--- src/rtl/quad_pkg.sv ---
// Shared constants and types for the quadrature step generator.
package quad_pkg;

    localparam int unsigned PHASE_CYC_DEFAULT = 24000;

    typedef enum logic [1:0] {
        ST_IDLE = 2'd0,
        ST_PH1  = 2'd1,
        ST_PH2  = 2'd2
    } state_t;

    localparam logic DIR_L = 1'b0;
    localparam logic DIR_R = 1'b1;

endpackage

--- src/rtl/quad_if.sv ---
// Step-request and quadrature-output bundle between a requester and quad_gen.
interface quad_if #(
    parameter int unsigned PEND_W = 8
);
    logic                     l_req;
    logic                     r_req;
    logic                     en;
    logic                     clr;
    logic                     key_a;
    logic                     key_b;
    logic                     busy;
    logic signed [PEND_W-1:0] pend;

    modport master (
        output l_req, r_req, en, clr,
        input  key_a, key_b, busy, pend
    );

    modport slave (
        input  l_req, r_req, en, clr,
        output key_a, key_b, busy, pend
    );
endinterface

--- src/rtl/quad_phase_timer.sv ---
// Loadable down-counter that stops at zero; o_zero_c flags the expiry cycle.
module quad_phase_timer #(
    parameter int unsigned W = 16
) (
    input  logic         clk,
    input  logic         rst_n,
    input  logic         i_load,
    input  logic [W-1:0] i_load_val,
    output logic         o_zero_c
);

    logic [W-1:0] r_cnt;

    always_ff @(posedge clk or negedge rst_n) begin
        if (!rst_n) begin
            r_cnt <= '0;
        end else if (i_load) begin
            r_cnt <= i_load_val;
        end else if (r_cnt != '0) begin
            r_cnt <= r_cnt - W'(1);
        end
    end

    assign o_zero_c = (r_cnt == '0);

endmodule

--- src/rtl/quad_gen.sv ---
// Quadrature A/B generator: turns queued left/right step requests into
// paced Gray-code steps that always come to rest at 00 or 11.
module quad_gen
    import quad_pkg::*;
#(
    parameter int unsigned PHASE_CYC = PHASE_CYC_DEFAULT,
    parameter int unsigned PEND_W    = 8
) (
    input  logic clk,
    input  logic rst_n,
    quad_if.slave qif
);

    localparam int unsigned TMR_W = $clog2(PHASE_CYC + 1);
    localparam int unsigned EXT_W = PEND_W + 2;
    localparam logic signed [EXT_W-1:0] P_MAX = EXT_W'((1 << (PEND_W - 1)) - 1);
    localparam logic signed [EXT_W-1:0] P_MIN = -P_MAX;

    state_t                   r_state;
    state_t                   w_state_nx;
    logic                     r_dir;
    logic                     r_key_a;
    logic                     r_key_b;
    logic                     r_busy;
    logic signed [PEND_W-1:0] r_pend;

    logic                     w_go;
    logic                     w_dir_new;
    logic                     w_start;
    logic                     w_second;
    logic                     w_tmr_zero;
    logic                     w_tgl_a;
    logic                     w_tgl_b;
    logic signed [2:0]        w_delta;
    logic signed [EXT_W-1:0]  w_sum;
    logic signed [PEND_W-1:0] w_pend_nx;

    assign w_go      = qif.en && (r_pend != '0) && !qif.clr;
    assign w_dir_new = r_pend[PEND_W-1] ? DIR_L : DIR_R;

    quad_phase_timer #(
        .W (TMR_W)
    ) u_tmr (
        .clk        (clk),
        .rst_n      (rst_n),
        .i_load     (w_start || w_second),
        .i_load_val (TMR_W'(PHASE_CYC - 1)),
        .o_zero_c   (w_tmr_zero)
    );

    always_ff @(posedge clk or negedge rst_n) begin
        if (!rst_n) begin
            r_state <= ST_IDLE;
        end else begin
            r_state <= w_state_nx;
        end
    end

    // Next state; a step may chain straight from the end of PH2
    always_comb begin
        w_state_nx = r_state;
        w_start    = 1'b0;
        w_second   = 1'b0;
        case (r_state)
            ST_IDLE: begin
                if (w_go) begin
                    w_start    = 1'b1;
                    w_state_nx = ST_PH1;
                end
            end
            ST_PH1: begin
                if (w_tmr_zero) begin
                    w_second   = 1'b1;
                    w_state_nx = ST_PH2;
                end
            end
            ST_PH2: begin
                if (w_tmr_zero) begin
                    if (w_go) begin
                        w_start    = 1'b1;
                        w_state_nx = ST_PH1;
                    end else begin
                        w_state_nx = ST_IDLE;
                    end
                end
            end
            default: w_state_nx = ST_IDLE;
        endcase
    end

    // Right steps lead with A, left steps lead with B
    assign w_tgl_a = (w_start && (w_dir_new == DIR_R)) || (w_second && (r_dir == DIR_L));
    assign w_tgl_b = (w_start && (w_dir_new == DIR_L)) || (w_second && (r_dir == DIR_R));

    // Net requests and the consumed step, then clamp symmetrically
    always_comb begin
        w_delta = 3'sd0;
        if (qif.r_req) w_delta = w_delta + 3'sd1;
        if (qif.l_req) w_delta = w_delta - 3'sd1;
        if (w_start)   w_delta = (w_dir_new == DIR_R) ? w_delta - 3'sd1 : w_delta + 3'sd1;
        w_sum = EXT_W'(r_pend) + EXT_W'(w_delta);
        if (w_sum > P_MAX) begin
            w_sum = P_MAX;
        end else if (w_sum < P_MIN) begin
            w_sum = P_MIN;
        end
        w_pend_nx = PEND_W'(w_sum);
    end

    always_ff @(posedge clk or negedge rst_n) begin
        if (!rst_n) begin
            r_key_a <= 1'b0;
            r_key_b <= 1'b0;
            r_busy  <= 1'b0;
            r_pend  <= '0;
            r_dir   <= DIR_R;
        end else begin
            r_busy <= (w_state_nx != ST_IDLE);
            r_pend <= qif.clr ? '0 : w_pend_nx;
            if (w_start) r_dir   <= w_dir_new;
            if (w_tgl_a) r_key_a <= ~r_key_a;
            if (w_tgl_b) r_key_b <= ~r_key_b;
        end
    end

    assign qif.key_a = r_key_a;
    assign qif.key_b = r_key_b;
    assign qif.busy  = r_busy;
    assign qif.pend  = r_pend;

endmodule

--- src/flat_wrapper.sv ---
// flat-port wrapper written by rule: the top's interface ports become plain ports
module quad_gen_flat import quad_pkg::*;
#(
    parameter int unsigned PHASE_CYC = PHASE_CYC_DEFAULT,
    parameter int unsigned PEND_W    = 8
)
  (clk, rst_n, qif_l_req, qif_r_req, qif_en, qif_clr, qif_key_a, qif_key_b, qif_busy, qif_pend);
  quad_if #(.PEND_W(PEND_W)) qif_i ();
  input  logic clk;
  input  logic rst_n;
  input wire logic [$bits(qif_i.l_req)-1:0] qif_l_req;
  input wire logic [$bits(qif_i.r_req)-1:0] qif_r_req;
  input wire logic [$bits(qif_i.en)-1:0] qif_en;
  input wire logic [$bits(qif_i.clr)-1:0] qif_clr;
  output wire logic [$bits(qif_i.key_a)-1:0] qif_key_a;
  output wire logic [$bits(qif_i.key_b)-1:0] qif_key_b;
  output wire logic [$bits(qif_i.busy)-1:0] qif_busy;
  output wire logic [$bits(qif_i.pend)-1:0] qif_pend;
  assign qif_i.l_req = qif_l_req;
  assign qif_i.r_req = qif_r_req;
  assign qif_i.en = qif_en;
  assign qif_i.clr = qif_clr;
  assign qif_key_a = qif_i.key_a;
  assign qif_key_b = qif_i.key_b;
  assign qif_busy = qif_i.busy;
  assign qif_pend = qif_i.pend;
  quad_gen #(.PHASE_CYC(PHASE_CYC), .PEND_W(PEND_W)) u_core (.clk(clk), .rst_n(rst_n), .qif(qif_i));
endmodule
--- config.mk ---
export PLATFORM = sky130hd
export DESIGN_NAME = quad_gen_flat
export DESIGN_NICKNAME = d
export VERILOG_FILES = /design/src/rtl/quad_pkg.sv /design/src/rtl/quad_if.sv /design/src/rtl/quad_phase_timer.sv /design/src/rtl/quad_gen.sv /design/src/flat_wrapper.sv
export SDC_FILE = /design/constraint.sdc
export NUM_CORES = 1
export LEC_CHECK = 0
export CAP_MARGIN = 20
export CORE_ASPECT_RATIO = 1.2
export CORE_MARGIN = 10
export CORE_UTILIZATION = 51
export CTS_CLUSTER_DIAMETER = 200
export DETAILED_ROUTE_END_ITERATION = 8
export GPL_ROUTABILITY_DRIVEN = 0
export PLACE_DENSITY = 0.79
export SETUP_SLACK_MARGIN = 0.2
export SLEW_MARGIN = 20
export SYNTH_ARGS = -nofsm -noshare
export SYNTH_HDL_FRONTEND = slang
export SYNTH_SLANG_ARGS = --single-unit
--- constraint.sdc ---
create_clock -name clk -period 3.7 [get_ports clk]
set_input_delay 0.37 -clock clk [delete_from_list [all_inputs] [get_ports clk]]
set_output_delay 0.37 -clock clk [all_outputs]
set_load 0.02 [all_outputs]
**Word level (Yosys, flattened, before mapping)**

Index checks and enable logic that the tools add are counted.

- Register bits after elaboration: 29
- Input bits: 6
- Output and inout port bits: 11
- Logic and storage cells: 55

- $add $sub $neg: 5
- Order comparisons: 2
- Equality and inequality tests: 2
- Mux-type cells: 20
- Bitwise operators: 3
- Reductions and logical operators: 16

Operators with widths:

| kind | count |
|---|---|
| 15-bit 2-to-1 mux | 2 |
| 8-bit 2-to-1 mux | 3 |
| 15-bit zero test | 1 |
| 15-bit nonzero test | 1 |
| 15-bit by 1-bit subtractor with 15-bit output, second input constant | 1 |
| 8-bit by 3-bit adder with 9-bit output | 1 |
| 9-bit by 8-bit > comparator with 1-bit output, second input constant | 1 |
| 9-bit by 8-bit < comparator with 1-bit output, second input constant | 1 |
| 3-bit 2-to-1 mux | 3 |
| 8-bit nonzero test | 1 |
| 1-bit 2-to-1 mux | 7 |
| 1-bit logical AND | 6 |
| 2-bit 2-to-1 mux | 3 |
| 2-bit case mux with 3 select lines | 1 |
| 2-bit nonzero test | 2 |
| 3-bit by 2-bit adder with 3-bit output, second input constant | 1 |
| 1-bit logical OR | 3 |
| 1-bit inverter | 3 |
| 3-bit by 2-bit subtractor with 3-bit output, second input constant | 1 |
| 2-bit by 1-bit == test with 1-bit output, second input constant | 1 |
| 2-bit == test, second input constant | 1 |
| 2-bit zero test | 1 |
| 1-bit case mux with 2 select lines | 1 |
| 1-bit by 1-bit subtractor with 2-bit output, second input constant | 1 |
| 1-bit zero test | 1 |

**Logic depth before layout (Yosys ltp)**

- Depth after elaboration: 12
- Gate-level depth with buffers: 16
- Mapped depth without buffers: 15

**Hierarchy**

Synthesis repeated with hierarchy kept, for this count alone.

- Cell total of the unflattened synthesis: 183
- Area total of the unflattened synthesis: 1864.3 sq um

By module, submodules not included:

| module | instances | cells each | area each (sq um) | sequential area each (sq um) |
|---|---|---|---|---|
| quad_gen | 1 | 104 | 1034.7 | 351.6 |
| quad_phase_timer | 1 | 79 | 829.5 | 375.4 |

**Worst setup path after synthesis**

OpenSTA, ideal clock, no wires.

- Path type: register to register
- From: register u_core.u_tmr.r_cnt[9]
- To: register u_core.r_pend[1] (netlist: u_core.qif.pend[1])
- Setup time: 94 ps
- Arrival: 4011 ps
- Data required time: 3606 ps
- Slack: -405 ps
- Cell stages (with the launch flop): 14
- Cell sequence: dfrtp_1 -> or4_4 -> or4b_4 -> nor2_2 -> buf_6 -> o21ai_4 -> o21ai_0 -> ha_1 -> a21o_1 -> a221oi_1 -> a22oi_1 -> xor2_1 -> a21oi_1 -> a211oi_1

- Longest elaborated chain between the ends: 9
- Elaborated cells on any way between the ends: 10
- Those cells by class: add/sub (1); order compare (2); mux (6); reduce/logical (1)

Ends and longest elaborated chain:

| item | RTL line | source |
|---|---|---|
| start, declared | quad_phase_timer.sv:12 | `logic [W-1:0] r_cnt;` |
| start signal, assigned | quad_phase_timer.sv:18 | `r_cnt <= i_load_val;` |
| start signal, assigned | quad_phase_timer.sv:20 | `r_cnt <= r_cnt - W'(1);` |
| 15-bit zero test (*) | quad_phase_timer.sv:24 | `assign o_zero_c = (r_cnt == '0);` |
| 1-bit 2-to-1 mux (*) | quad_gen.sv:78 | `if (w_tmr_zero) begin` |
| 1-bit case mux with 2 select lines (*) | quad_gen.sv:64 | `case (r_state)` |
| 3-bit 2-to-1 mux (*) | quad_gen.sv:100 | `if (w_start) w_delta = (w_dir_new == DIR_R) ? w_delta - 3'sd1 : w_delta + 3'sd1;` |
| 8-bit by 3-bit adder with 9-bit output (*) | quad_gen.sv:101 | `w_sum = EXT_W'(r_pend) + EXT_W'(w_delta);` |
| 9-bit by 8-bit < comparator with 1-bit output | quad_gen.sv:104 | `end else if (w_sum < P_MIN) begin` |
| 8-bit 2-to-1 mux | quad_gen.sv:104 |  |
| 8-bit 2-to-1 mux (*) | quad_gen.sv:102 | `if (w_sum > P_MAX) begin` |
| 8-bit 2-to-1 mux (*) | quad_gen.sv:119 | `r_pend <= qif.clr ? '0 : w_pend_nx;` |
| end signal, assigned | quad_gen.sv:119 |  |
| end, declared | quad_gen.sv:25 | `logic signed [PEND_W-1:0] r_pend;` |

Every way passes the cells marked *; elsewhere a longest branch is shown, timed or not.
A chain may end at the register's enable or synchronous reset.

**Worst setup path in the final report**

- From: register u_core.u_tmr.r_cnt[9]
- To: register u_core.r_pend[0] (netlist: u_core.qif.pend[0])

The elaborated chain is that of the path after synthesis.

==> results_dict.tcl <==
set metrics [dict create \
    syn_nets 199 \
    mostFrequentLayoutCells "dfrtp_1 (28), buf_4 (26), nand2_1 (21), clkdlybuf4s50_1 (16), nor2_1 (10)" \
    clockRootBuffer "clkbuf_8" \
    timing.final.ws_setup_ns -0.100 \
    clock_sinks 29 \
    cts_max_level 2 \
    hold_class "primary input to asynchronous set/reset pin" \
    cp.required_ns 3.88 \
    rsz0062_at_grt "true" \
    relSlewSlack_pct 59.9 \
    worstPathMaxFanout 5 \
    path_clk_slew_ns 0.07 \
    finClkSkew_ns 0.0112 \
    rows 23 \
    ys_warn_count 0 \
    grt_max_degree 30 \
    synth-seq-cells 29 \
    drv_cap 0 \
    antenna_found_initial 0 \
    diodes 0 \
    synthesis.area_mm2 0.00177 \
    dieArea_mm2 0.00624 \
    crit_type "flip-flop to flip-flop" \
    die_width_um 73.8 \
    power.density_mw_per_mm2 691 \
    num_vias 1592 \
    max_freq_ghz 0.263 \
    outcome "complete, but fails checks" \
    maxSlewViolCount 0 \
    design.portCount 17 \
    final_common_cell "dfrtp_1" \
    cts_tree "yes" \
    hold_viol 0 \
    grt_overflow 0 \
    drive_above_1_share_pct 31.6 \
    core-area_mm2 0.00334 \
    cts_buffer_depth 2 \
    gr-usage-all-layers_pct 15.0 \
    clock_latency_ns 0.29 \
    cts_buffers 5 \
    setup_viol 4 \
    setup.worst_path.start_class "flip-flop" \
    wirelength_um 5100 \
    avgSynthCellArea_um2 9.85 \
    fillers 228 \
    crit_path_end_kind "flip-flop" \
    arrival_ns 3.98 \
    p_total_w 0.00173 \
    period_share_pct 103 \
    violations "negative setup slack" \
    tightest_slew_ns 0.601 \
    final_antenna_net_count 0 \
    synth-seq-area-share_pct 41.0 \
    ys_types 50 \
    grt_pass1_wl_um 7380 \
    drc 0 \
    fin_crit_ns 3.80 \
    synthFlopType "dfrtp_1" \
    place_hpwl_um 3060 \
    start_util_pct 53.1 \
    fin_cells 268 \
    dp_cells 236 \
    vdd_drop_max_uv 488 \
    viasPerCell 5.94 \
    fp.dieH_um 84.6 \
    p_leak_nw 1.03 \
    place.port_buffers 16 \
    area_growth_syn_to_layout_pct 40.9 \
    drtIter0Drc 168 \
    wl_per_cell_um 19.0 \
    synth_edf_count 0 \
    fin_nets 249 \
    synthCells 180 \
    drt_first_pass_iters 4 \
    async_flop_share_pct 100 \
    grt_pass1_vias 1591 \
]
==> repair_timing <==
action,in CTS,in global routing
hold buffers,0,0
setup endpoints to repair,7,8
hold endpoints to repair,0,0
pin swaps,3,11
setup buffers,11,13
resized for setup,6,20
==> Yosys cell counts, types with 3 or more instances <==
| cell | instances | area [µm²] |
|---|---|---|
| o21ai_0 | 10 | 50.1 |
| dfrtp_1 | 28 | 701 |
| ha_1 | 11 | 138 |
| nand3b_1 | 3 | 22.5 |
| nor3_1 | 4 | 20.0 |
| inv_1 | 9 | 33.8 |
| nor2_1 | 10 | 37.5 |
| a21o_1 | 3 | 22.5 |
| xor2_1 | 10 | 87.6 |
| nand2_1 | 22 | 82.6 |
| xnor2_1 | 9 | 78.8 |
| a21oi_1 | 8 | 40.0 |
| nor4_1 | 6 | 37.5 |
==> stage by stage <==
| stage | utilization [%] | setup slack, ns | cell area, µm² | hold slack [ns] | setup TNS, ns |
|---|---|---|---|---|---|
| floorplan | - | 0.121 | 1850 | 0.0744 | 0 |
| global placement | 62.1 | 0.00687 | 2070 | 0.457 | 0 |
| detailed placement | 62.1 | -0.0971 | 2070 | 0.470 | -0.332 |
| CTS | 68.3 | 0.0298 | 2280 | 0.470 | 0 |
| global route | 74.9 | -0.176 | 2500 | 0.487 | -0.885 |
| finish | 74.9 | -0.100 | 2500 | 0.459 | -0.228 |
==> per-layer routing <==
| metal | share of wire [%] | vias up | wire (µm) | GRT usage (%) |
|---|---|---|---|---|
| li1 | - | 744 | - | - |
| met1 | 36 | 786 | 1860 | 15.0 |
| met2 | 56 | 42 | 2870 | 26.6 |
| met3 | 2.9 | 20 | 150 | 4.12 |
| met4 | 4.4 | 0 | 223 | 8.32 |
| met5 | 0 | - | 0 | 0 |
==> final cells by class <==
type	instances	area [µm²]	area share, %
tap	37	46.3	1.85
clock inverter	1	5.00	0.200
multi-input combinational	140	1200	48.1
inverter	9	33.8	1.35
clock buffer	7	96.3	3.86
sequential	29	727	29.1
timing repair buffer	45	389	15.6
==> sequential cells by signal (all words and copies together) (netlist names) <==
signal,count
u_core.qif.busy,1
u_core.u_tmr.r_cnt,15
u_core.qif.key_a,1
u_core.qif.pend,8
u_core.qif.key_b,1
u_core.r_dir,1
u_core.r_state,2
==> critical path, stage by stage, from the launching register on <==
cell       delay [ns]
dfrtp_1          0.39
or4_4            0.55
or4b_4           0.53
nor2_4           0.13
o21ai_4          0.11
xor2_2           0.20
ha_2             0.21
inv_2            0.04
fa_2             0.33
and3b_2          0.31
o2111ai_4        0.15
o211ai_1         0.17
nand4_1          0.22
a311oi_1         0.36
==> path summary, 6_finish.rpt <==
path	startpoint	to	slack, ns	cells past startpoint
worst max register to register	u_core.u_tmr.r_cnt[9]$_DFFE_PN0P_	u_core.qif.pend[0]$_DFF_PN0_	-0.10	13
min in group clk	u_core.qif.key_a$_DFFE_PN0P_	u_core.qif.key_a$_DFFE_PN0P_	0.47	1
worst min register to register	u_core.qif.key_a$_DFFE_PN0P_	u_core.qif.key_a$_DFFE_PN0P_	0.47	1
worst min-delay path	rst_n	u_core.qif.pend[0]$_DFF_PN0_	0.46	2
max in group asynchronous	rst_n	u_core.r_dir$_DFFE_PN1P_	2.93	2
worst max-delay path	u_core.u_tmr.r_cnt[9]$_DFFE_PN0P_	u_core.qif.pend[0]$_DFF_PN0_	-0.10	13
==> power by group <==
part,leakage (nW),internal (W),switching [W]
Clock,0.0542,0.000168,0.000127
Sequential,0.335,0.000422,0.000122
Combinational,0.638,0.000433,0.000455
==> cell families (layout without fill, tap and decap cells) <==
logic type               Yosys count  in the layout  synth area share, %
XOR/XNOR                          19             19                 9.39
AO/OA/AOI/OAI                     42             42                 16.6
AND/OR/NAND/NOR                   65             65                 19.6
adder cells (fa/ha/maj)           13             13                 10.0
flip-flops                        29             29                 41.0
multiplexers                       1              1                0.565
buffers and inverters             11             62                 2.82
Power figures use the tool's default switching activity.
